==> src/rtl/uart_rx_cfg.sv <==
// Configurable UART receiver: synchronised and majority-voted input, optional parity,
// one or two stop bits, break detection and a valid/ready output with sticky overrun.
module uart_rx_cfg #(
  parameter int FCLK        = 50_000_000,
  parameter int BAUD        = 115_200,
  parameter int DATA_BITS   = 8,
  parameter int PARITY      = 0,
  parameter int STOP_BITS   = 1,
  parameter int SYNC_STAGES = 2
) (
  input  logic                 clk50m,
  input  logic                 rst,
  input  logic                 rx,
  output logic [DATA_BITS-1:0] rx_data,
  output logic                 rx_valid,
  input  logic                 rx_ready,
  output logic                 rx_parity_err,
  output logic                 rx_frame_err,
  output logic                 rx_break,
  output logic                 rx_overrun,
  output logic                 rx_idle
);

  localparam int DIV = FCLK / BAUD;
  localparam int MID = DIV / 2;
  localparam int CW  = $clog2(DIV);
  localparam int IW  = 4;

  if (DIV < 8 || DATA_BITS < 5 || DATA_BITS > 9 || PARITY < 0 || PARITY > 2 ||
      STOP_BITS < 1 || STOP_BITS > 2 || SYNC_STAGES < 2) begin : g_param_err
    $error("uart_rx_cfg: illegal parameter set");
  end

  typedef enum logic [2:0] {
    S_IDLE, S_START, S_DATA, S_PARITY, S_STOP, S_BRK_WAIT
  } state_t;

  logic [SYNC_STAGES-1:0] sync_reg;
  logic                   rx_q_reg;
  logic [1:0]             samp_reg;
  state_t                 state_reg, state_next;
  logic [CW-1:0]          cnt_reg, cnt_next;
  logic [IW-1:0]          idx_reg, idx_next;
  logic [DATA_BITS-1:0]   shift_reg, shift_next;
  logic                   par_err_reg, par_err_next;
  logic                   frm_err_reg, frm_err_next;
  logic                   one_seen_reg, one_seen_next;
  logic                   commit;
  logic                   frm_fin, brk_fin;

  logic [DATA_BITS-1:0]   data_out_reg;
  logic                   valid_reg, par_out_reg, frm_out_reg, brk_out_reg;
  logic                   overrun_reg, idle_reg;

  logic rx_s, fall, vote, mid_tick, handshake;

  assign rx_s      = sync_reg[SYNC_STAGES-1];
  assign fall      = rx_q_reg & ~rx_s;
  // Majority of the current sample and the two before it (cycles MID-2..MID).
  assign vote      = (rx_s & samp_reg[0]) | (rx_s & samp_reg[1]) | (samp_reg[0] & samp_reg[1]);
  assign mid_tick  = (cnt_reg == CW'(MID));
  assign handshake = valid_reg & rx_ready;
  assign frm_fin   = frm_err_reg | ~vote;
  assign brk_fin   = ~(one_seen_reg | vote);

  always_ff @(posedge clk50m) begin
    if (rst) begin
      sync_reg <= '1;
      rx_q_reg <= 1'b1;
      samp_reg <= 2'b11;
    end else begin
      sync_reg <= {sync_reg[SYNC_STAGES-2:0], rx};
      rx_q_reg <= rx_s;
      samp_reg <= {samp_reg[0], rx_s};
    end
  end

  always_ff @(posedge clk50m) begin
    if (rst) begin
      state_reg    <= S_IDLE;
      cnt_reg      <= '0;
      idx_reg      <= '0;
      shift_reg    <= '0;
      par_err_reg  <= 1'b0;
      frm_err_reg  <= 1'b0;
      one_seen_reg <= 1'b0;
    end else begin
      state_reg    <= state_next;
      cnt_reg      <= cnt_next;
      idx_reg      <= idx_next;
      shift_reg    <= shift_next;
      par_err_reg  <= par_err_next;
      frm_err_reg  <= frm_err_next;
      one_seen_reg <= one_seen_next;
    end
  end

  always_comb begin
    state_next    = state_reg;
    cnt_next      = (cnt_reg == CW'(DIV - 1)) ? '0 : cnt_reg + 1'b1;
    idx_next      = idx_reg;
    shift_next    = shift_reg;
    par_err_next  = par_err_reg;
    frm_err_next  = frm_err_reg;
    one_seen_next = one_seen_reg;
    commit        = 1'b0;
    case (state_reg)
      S_IDLE: begin
        // Counter sits at 0 so the edge cycle is count 0 of the start bit.
        if (fall) begin
          state_next    = S_START;
          idx_next      = '0;
          par_err_next  = 1'b0;
          frm_err_next  = 1'b0;
          one_seen_next = 1'b0;
        end else begin
          cnt_next = '0;
        end
      end
      S_START: begin
        if (mid_tick) begin
          if (vote) begin
            state_next = S_IDLE;
            cnt_next   = '0;
          end else begin
            state_next = S_DATA;
            idx_next   = '0;
          end
        end
      end
      S_DATA: begin
        if (mid_tick) begin
          shift_next    = {vote, shift_reg[DATA_BITS-1:1]};
          one_seen_next = one_seen_reg | vote;
          if (idx_reg == IW'(DATA_BITS - 1)) begin
            idx_next   = '0;
            state_next = (PARITY != 0) ? S_PARITY : S_STOP;
          end else begin
            idx_next = idx_reg + 1'b1;
          end
        end
      end
      S_PARITY: begin
        if (mid_tick) begin
          one_seen_next = one_seen_reg | vote;
          par_err_next  = ((^shift_reg) ^ vote) != (PARITY == 1);
          idx_next      = '0;
          state_next    = S_STOP;
        end
      end
      S_STOP: begin
        if (mid_tick) begin
          one_seen_next = one_seen_reg | vote;
          frm_err_next  = frm_fin;
          if (idx_reg == IW'(STOP_BITS - 1)) begin
            commit     = 1'b1;
            cnt_next   = '0;
            state_next = brk_fin ? S_BRK_WAIT : S_IDLE;
          end else begin
            idx_next = idx_reg + 1'b1;
          end
        end
      end
      S_BRK_WAIT: begin
        cnt_next = '0;
        if (rx_s) state_next = S_IDLE;
      end
      default: begin
        state_next = S_IDLE;
        cnt_next   = '0;
      end
    endcase
  end

  // A commit lands only when the output slot is free or being emptied this cycle.
  always_ff @(posedge clk50m) begin
    if (rst) begin
      data_out_reg <= '0;
      valid_reg    <= 1'b0;
      par_out_reg  <= 1'b0;
      frm_out_reg  <= 1'b0;
      brk_out_reg  <= 1'b0;
      overrun_reg  <= 1'b0;
      idle_reg     <= 1'b1;
    end else begin
      idle_reg <= (state_next == S_IDLE);
      if (commit && (!valid_reg || handshake)) begin
        data_out_reg <= shift_reg;
        par_out_reg  <= (PARITY != 0) & par_err_reg;
        frm_out_reg  <= frm_fin;
        brk_out_reg  <= brk_fin;
        valid_reg    <= 1'b1;
        if (handshake) overrun_reg <= 1'b0;
      end else if (commit) begin
        overrun_reg <= 1'b1;
      end else if (handshake) begin
        valid_reg   <= 1'b0;
        overrun_reg <= 1'b0;
      end
    end
  end

  assign rx_data       = data_out_reg;
  assign rx_valid      = valid_reg;
  assign rx_parity_err = par_out_reg;
  assign rx_frame_err  = frm_out_reg;
  assign rx_break      = brk_out_reg;
  assign rx_overrun    = overrun_reg;
  assign rx_idle       = idle_reg;

endmodule
==> config.mk <==
export PLATFORM = sky130hd
export DESIGN_NAME = uart_rx_cfg
export DESIGN_NICKNAME = d
export VERILOG_FILES = /design/src/rtl/uart_rx_cfg.sv
export SDC_FILE = /design/constraint.sdc
export NUM_CORES = 1
export LEC_CHECK = 0
export BUFFER_PORTS_ARGS = -buffer_cell sky130_fd_sc_hd__buf_2
export CAP_MARGIN = 10
export CORE_MARGIN = 4
export CORE_UTILIZATION = 48
export DETAILED_ROUTE_END_ITERATION = 16
export PLACE_DENSITY = 0.63
export SETUP_SLACK_MARGIN = 0.15
export SYNTH_ARGS = -nofsm -noshare
export SYNTH_HDL_FRONTEND = slang
export SYNTH_SLANG_ARGS = --single-unit
==> constraint.sdc <==
create_clock -name clk50m -period 3.24 [get_ports clk50m]
set_input_delay 0.162 -clock clk50m [delete_from_list [all_inputs] [get_ports clk50m]]
set_output_delay 0.162 -clock clk50m [all_outputs]
set_load 0.005 [all_outputs]
# Word-level counts from Yosys, hierarchy flattened

Index checks and enable logic that the tools add are counted.

Input port bits: 4
Output and inout port bits: 14
Logic and storage cells: 104
Bits in registers: 44

$add $sub $neg: 2
Bitwise operators: 12
Reductions and logical operators: 17
Eq/ne operators: 17
Mux-type cells: 41

Operator list:

| cell                                                  | count |
|---|---|
| two-way mux 9 bit                                     | 6 |
| one-hot mux 9 bit (4 select lines)                    | 1 |
| two-way mux 4 bit                                     | 8 |
| two-way mux 3 bit                                     | 9 |
| one-hot mux 4 bit (5 select lines)                    | 1 |
| one-hot mux 3 bit (6 select lines)                    | 1 |
| inequality test 2 bit, second input constant          | 7 |
| two-way mux 1 bit                                     | 12 |
| adder 9 x 1 -> 9 bit, second input constant           | 1 |
| equality test 9 x 8 -> 1 bit, second input constant   | 1 |
| equality test 9 bit, second input constant            | 1 |
| AND reduction 8 bit                                   | 1 |
| equality test 3 x 2 -> 1 bit, second input constant   | 2 |
| equality test 3 bit, second input constant            | 2 |
| logical NOT 3 bit                                     | 2 |
| AND reduction 3 bit                                   | 2 |
| nonzero test 2 bit                                    | 3 |
| bitwise AND 1 bit                                     | 5 |
| nonzero test 5 bit                                    | 1 |
| adder 4 x 1 -> 4 bit, second input constant           | 1 |
| equality test 4 x 3 -> 1 bit, second input constant   | 1 |
| logical NOT 4 bit                                     | 1 |
| inequality test 2 x 1 -> 1 bit, second input constant | 2 |
| OR 1 bit                                              | 4 |
| 10 further kinds                                      | 14 |

# Logic depth before layout (Yosys ltp)

Depth after elaboration: 9
Mapped depth: 9
Mapped depth without buffers: 7

# Least setup slack after synthesis

No wires, ideal clock.

Kind: flip-flop to flip-flop
Start point: register idx_reg[0]
End point: register data_out_reg[0], in the netlist rx_data[0]
Data required time: 3.112 ns
Cell stages (with the launch flop): 8
Arrival time: 1.759 ns
Setup slack: 1.354 ns
Period minus slack after synthesis: 1.886 ns
Buffers on the path: 0
Library setup time: 0.128 ns
Path through: dfxtp_1 > inv_1 > ha_1 > or3b_2 > nor4_4 > nand2_2 > mux2i_1 > nor2_1

Word-level cells in the longest chain between the ends: 5

Ends and longest elaborated chain:

| what                   | RTL line | source |
|---|---|---|
| from (decl)            | 43       | `logic [IW-1:0] idx_reg, idx_next;` |
| from (signal assigned) | 90       | `idx_reg <= idx_next;` |
| logical NOT 4 bit      | 155      | `if (idx_reg == IW'(STOP_BITS - 1)) begin` |
| two-way mux 1 bit      | 155      |  |
| two-way mux 1 bit      | 152      | `if (mid_tick) begin` |
| two-way mux 1 bit      | 107      | `case (state_reg)` |
| logical AND 1 bit      | 187      | `if (commit && (!valid_reg \|\| handshake)) begin` |
| to (signal assigned)   | 188      | `data_out_reg <= shift_reg;` |
| to (decl)              | 51       | `logic [DATA_BITS-1:0] data_out_reg;` |

Every way passes these cells.
A chain may end at the register's enable or synchronous reset.

# Worst setup path in the final report

Start point: register idx_reg[0]
End point: register data_out_reg[7], in the netlist rx_data[7]

The elaborated chain is that of the path after synthesis.

==> flow_summary.json <==
{
  "synth_area_leaders": "dfxtp_1 (44%), mux2i_1 (8.6%), nor2_1 (6.8%), nand2_1 (2.8%), ha_1 (2.5%)",
  "rsz0062_at_grt": "no",
  "wire_per_inst_um": 12.35,
  "start_kind": "flop",
  "ys_seq_area_frac": 0.4354,
  "clock_latency_ns": 0.29,
  "track_usage": 0.1501,
  "synth_cell_types": 52,
  "place.port_buffers": 16,
  "cts_made_buffers": 5,
  "grt_antenna_before_repair": 0,
  "p_per_area_nw_per_um2": 418.2,
  "cp.required_ns": 3.40,
  "fin_nets": 240,
  "setup_violations": 0,
  "synthToLayoutAreaGrowth_pct": 8.861,
  "worstSetupPathType": "reg -> reg",
  "htree_levels": 2,
  "syn_inst": 220,
  "ys_ff_latch": 43,
  "grt_pass1_vias": 1314,
  "syn_nets": 228,
  "mostFrequentLayoutCells": "dfxtp_1 (43), nor2_1 (36), mux2i_1 (17)",
  "cts_tree": "yes",
  "clk_pin_slew_worst_paths_ns": 0.08,
  "finalNonFillerCells": 283,
  "routabilityCongestion": 0.8830,
  "clk_path_buf_depth": 2,
  "cts_root_buf": "clkbuf_8",
  "overflow": 0,
  "yosysTopAreaCell": "dfxtp_1",
  "r2r_slack_ns": 1.07,
  "vias_per_cell": 5.290,
  "relSlewSlack": 0.6184,
  "synth.avg_cell_area_um2": 8.986,
  "post_cts_buffers": 0,
  "maxSlewViolCount": 0,
  "die_w_um": 72.18,
  "drtIter0Drc": 147,
  "largest_register_ffs": 9,
  "synth_top_area_share": 0.4354,
  "leakagePower_uw": 0.0009599,
  "path_cells": "inv_1 -> ha_1 -> or3b_2 -> nor4_4 -> nand2_2 -> mux2i_1 -> nor2_1",
  "finalHoldViolations": 0,
  "core.rowCount": 23,
  "vias": 1497,
  "worst_path_largest_cell_delay_ns": 0.50,
  "die_h_um": 72.18,
  "max_clock_freq_ghz": 0.4614,
  "mostFrequentLayoutCell": "dfxtp_1",
  "async_flop_share": 0,
  "path_buf_inv": 1,
  "drive_above_1_share": 0.1416,
  "hold_path.class": "in -> reg",
  "crit_fanout": 10,
  "clock_skew_ns": 0.005995,
  "dr.pass1.iters": 4,
  "syn-cell-area_um2": 1977,
  "drt-total-wl_um": 3496,
  "path_delay_family": "simple AND/OR/NAND/NOR gates",
  "min_period_ns": 2.167,
  "grt_pass1_wl_um": 6154,
  "drv_cap": 0,
  "synth_warnings": 0,
  "cts_resized": 0,
  "io-pin-count": 18,
  "dp.cells": 275,
  "antenna_left": 0,
  "cts_hold_buf": 0,
  "arrival_ns": 2.33,
  "hpwl_um": 2456,
  "grt_max_degree": 34,
  "cts.sinks": 43,
  "slowest_stage": "or3b_2",
  "diodes": 0,
  "synth_flop_cell": "dfxtp_1",
  "die_area_um2": 5209,
  "worst_slew_pin_slew_ns": 0.5724,
  "min_period_over_period": 0.6690,
  "drc": 0,
  "status": "finished, final reports clean",
  "synth_edf_count": 0,
  "core-area_um2": 4000,
  "fin_setup_tns_ns": 0,
  "cp-end-kind": "flop",
  "max-vdd-ir-drop_mv": 0.3045,
  "initial_core_util": 0.4942
}
## report_power, final
group          switching, uW  leakage [uW]  internal, uW  total (uW)
Sequential              4.57      0.000347           532         536
Combinational           17.8      0.000573          10.6        28.4
Clock                    185     0.0000402           150         335
Total                    208      0.000960           692         900
## worst paths after layout
path / from / endpoint / cells after the start
setup / recovery: idx_reg[0] / rx_data[7] / 7
hold / removal: rx / sync_reg[0] / 2
setup reg to reg: idx_reg[0] / rx_data[7] / 7
hold reg to reg: sync_reg[0] / sync_reg[1] / 1
## through the flow
step / setup slack, ns / util / hold WS (ns) / power, uW / cell area (um^2)
6_report: 1.073 / 0.5380 / 0.04849 / 900.1 / 2152
5_1_grt: 0.8875 / 0.5380 / 0.04607 / 940.9 / 2152
4_1_cts: 1.049 / 0.5380 / 0.03554 / 916.3 / 2152
3_5_place_dp: 1.069 / 0.5158 / 0.3501 / 577.4 / 2063
3_3_place_gp: 1.077 / 0.5158 / 0.3435 / 577.7 / 2063
2_1_floorplan: 1.354 / - / 0.2539 / 570.3 / 1977
## cell type report
type / count / area, um^2
fillers: 389 / 1848
multi-input cells: 159 / 1033
flip-flops and latches: 43 / 860.8
clock inverters: 3 / 20.02
inverters: 7 / 26.28
clock buffers: 5 / 68.82
repair buffers: 16 / 80.08
well taps: 50 / 62.56
## per-layer routing
layer / share of wire / vias to the layer above / wire [um] / global-route usage
met5: 0 / - / 0 / 0
met4: 0.017 / 0 / 58 / 0.06472
met3: 0.036 / 7 / 126 / 0.04571
met2: 0.43 / 26 / 1493 / 0.2073
met1: 0.52 / 680 / 1818 / 0.2147
li1: - / 784 / - / -
## cells by family after synthesis
logic type,share of synthesized area
other,0.001897
DFF,0.4354
adders and majority gates,0.03038
and+or+nand+nor,0.2734
muxes,0.08607
AOI/OAI and AO/OA,0.1000
xor gates and xnor gates,0.03101
buffers and inverters,0.04177
## synthesized netlist by cell type (2+ instances only)
cell type,number
dfxtp_1,43
nor2_1,36
mux2i_1,17
nand2_1,15
nand3_1,10
inv_1,7
o21ai_0,7
a21oi_1,6
clkbuf_1,5
nand2b_1,5
nor3_1,5
xor2_1,5
ha_1,4
or2_2,4
and3_1,3
buf_2,3
nor2b_1,3
nor3b_1,3
a211oi_1,2
a31oi_1,2
o211ai_1,2
o21a_1,2
xnor2_1,2
Power figures use the tool's default switching activity.
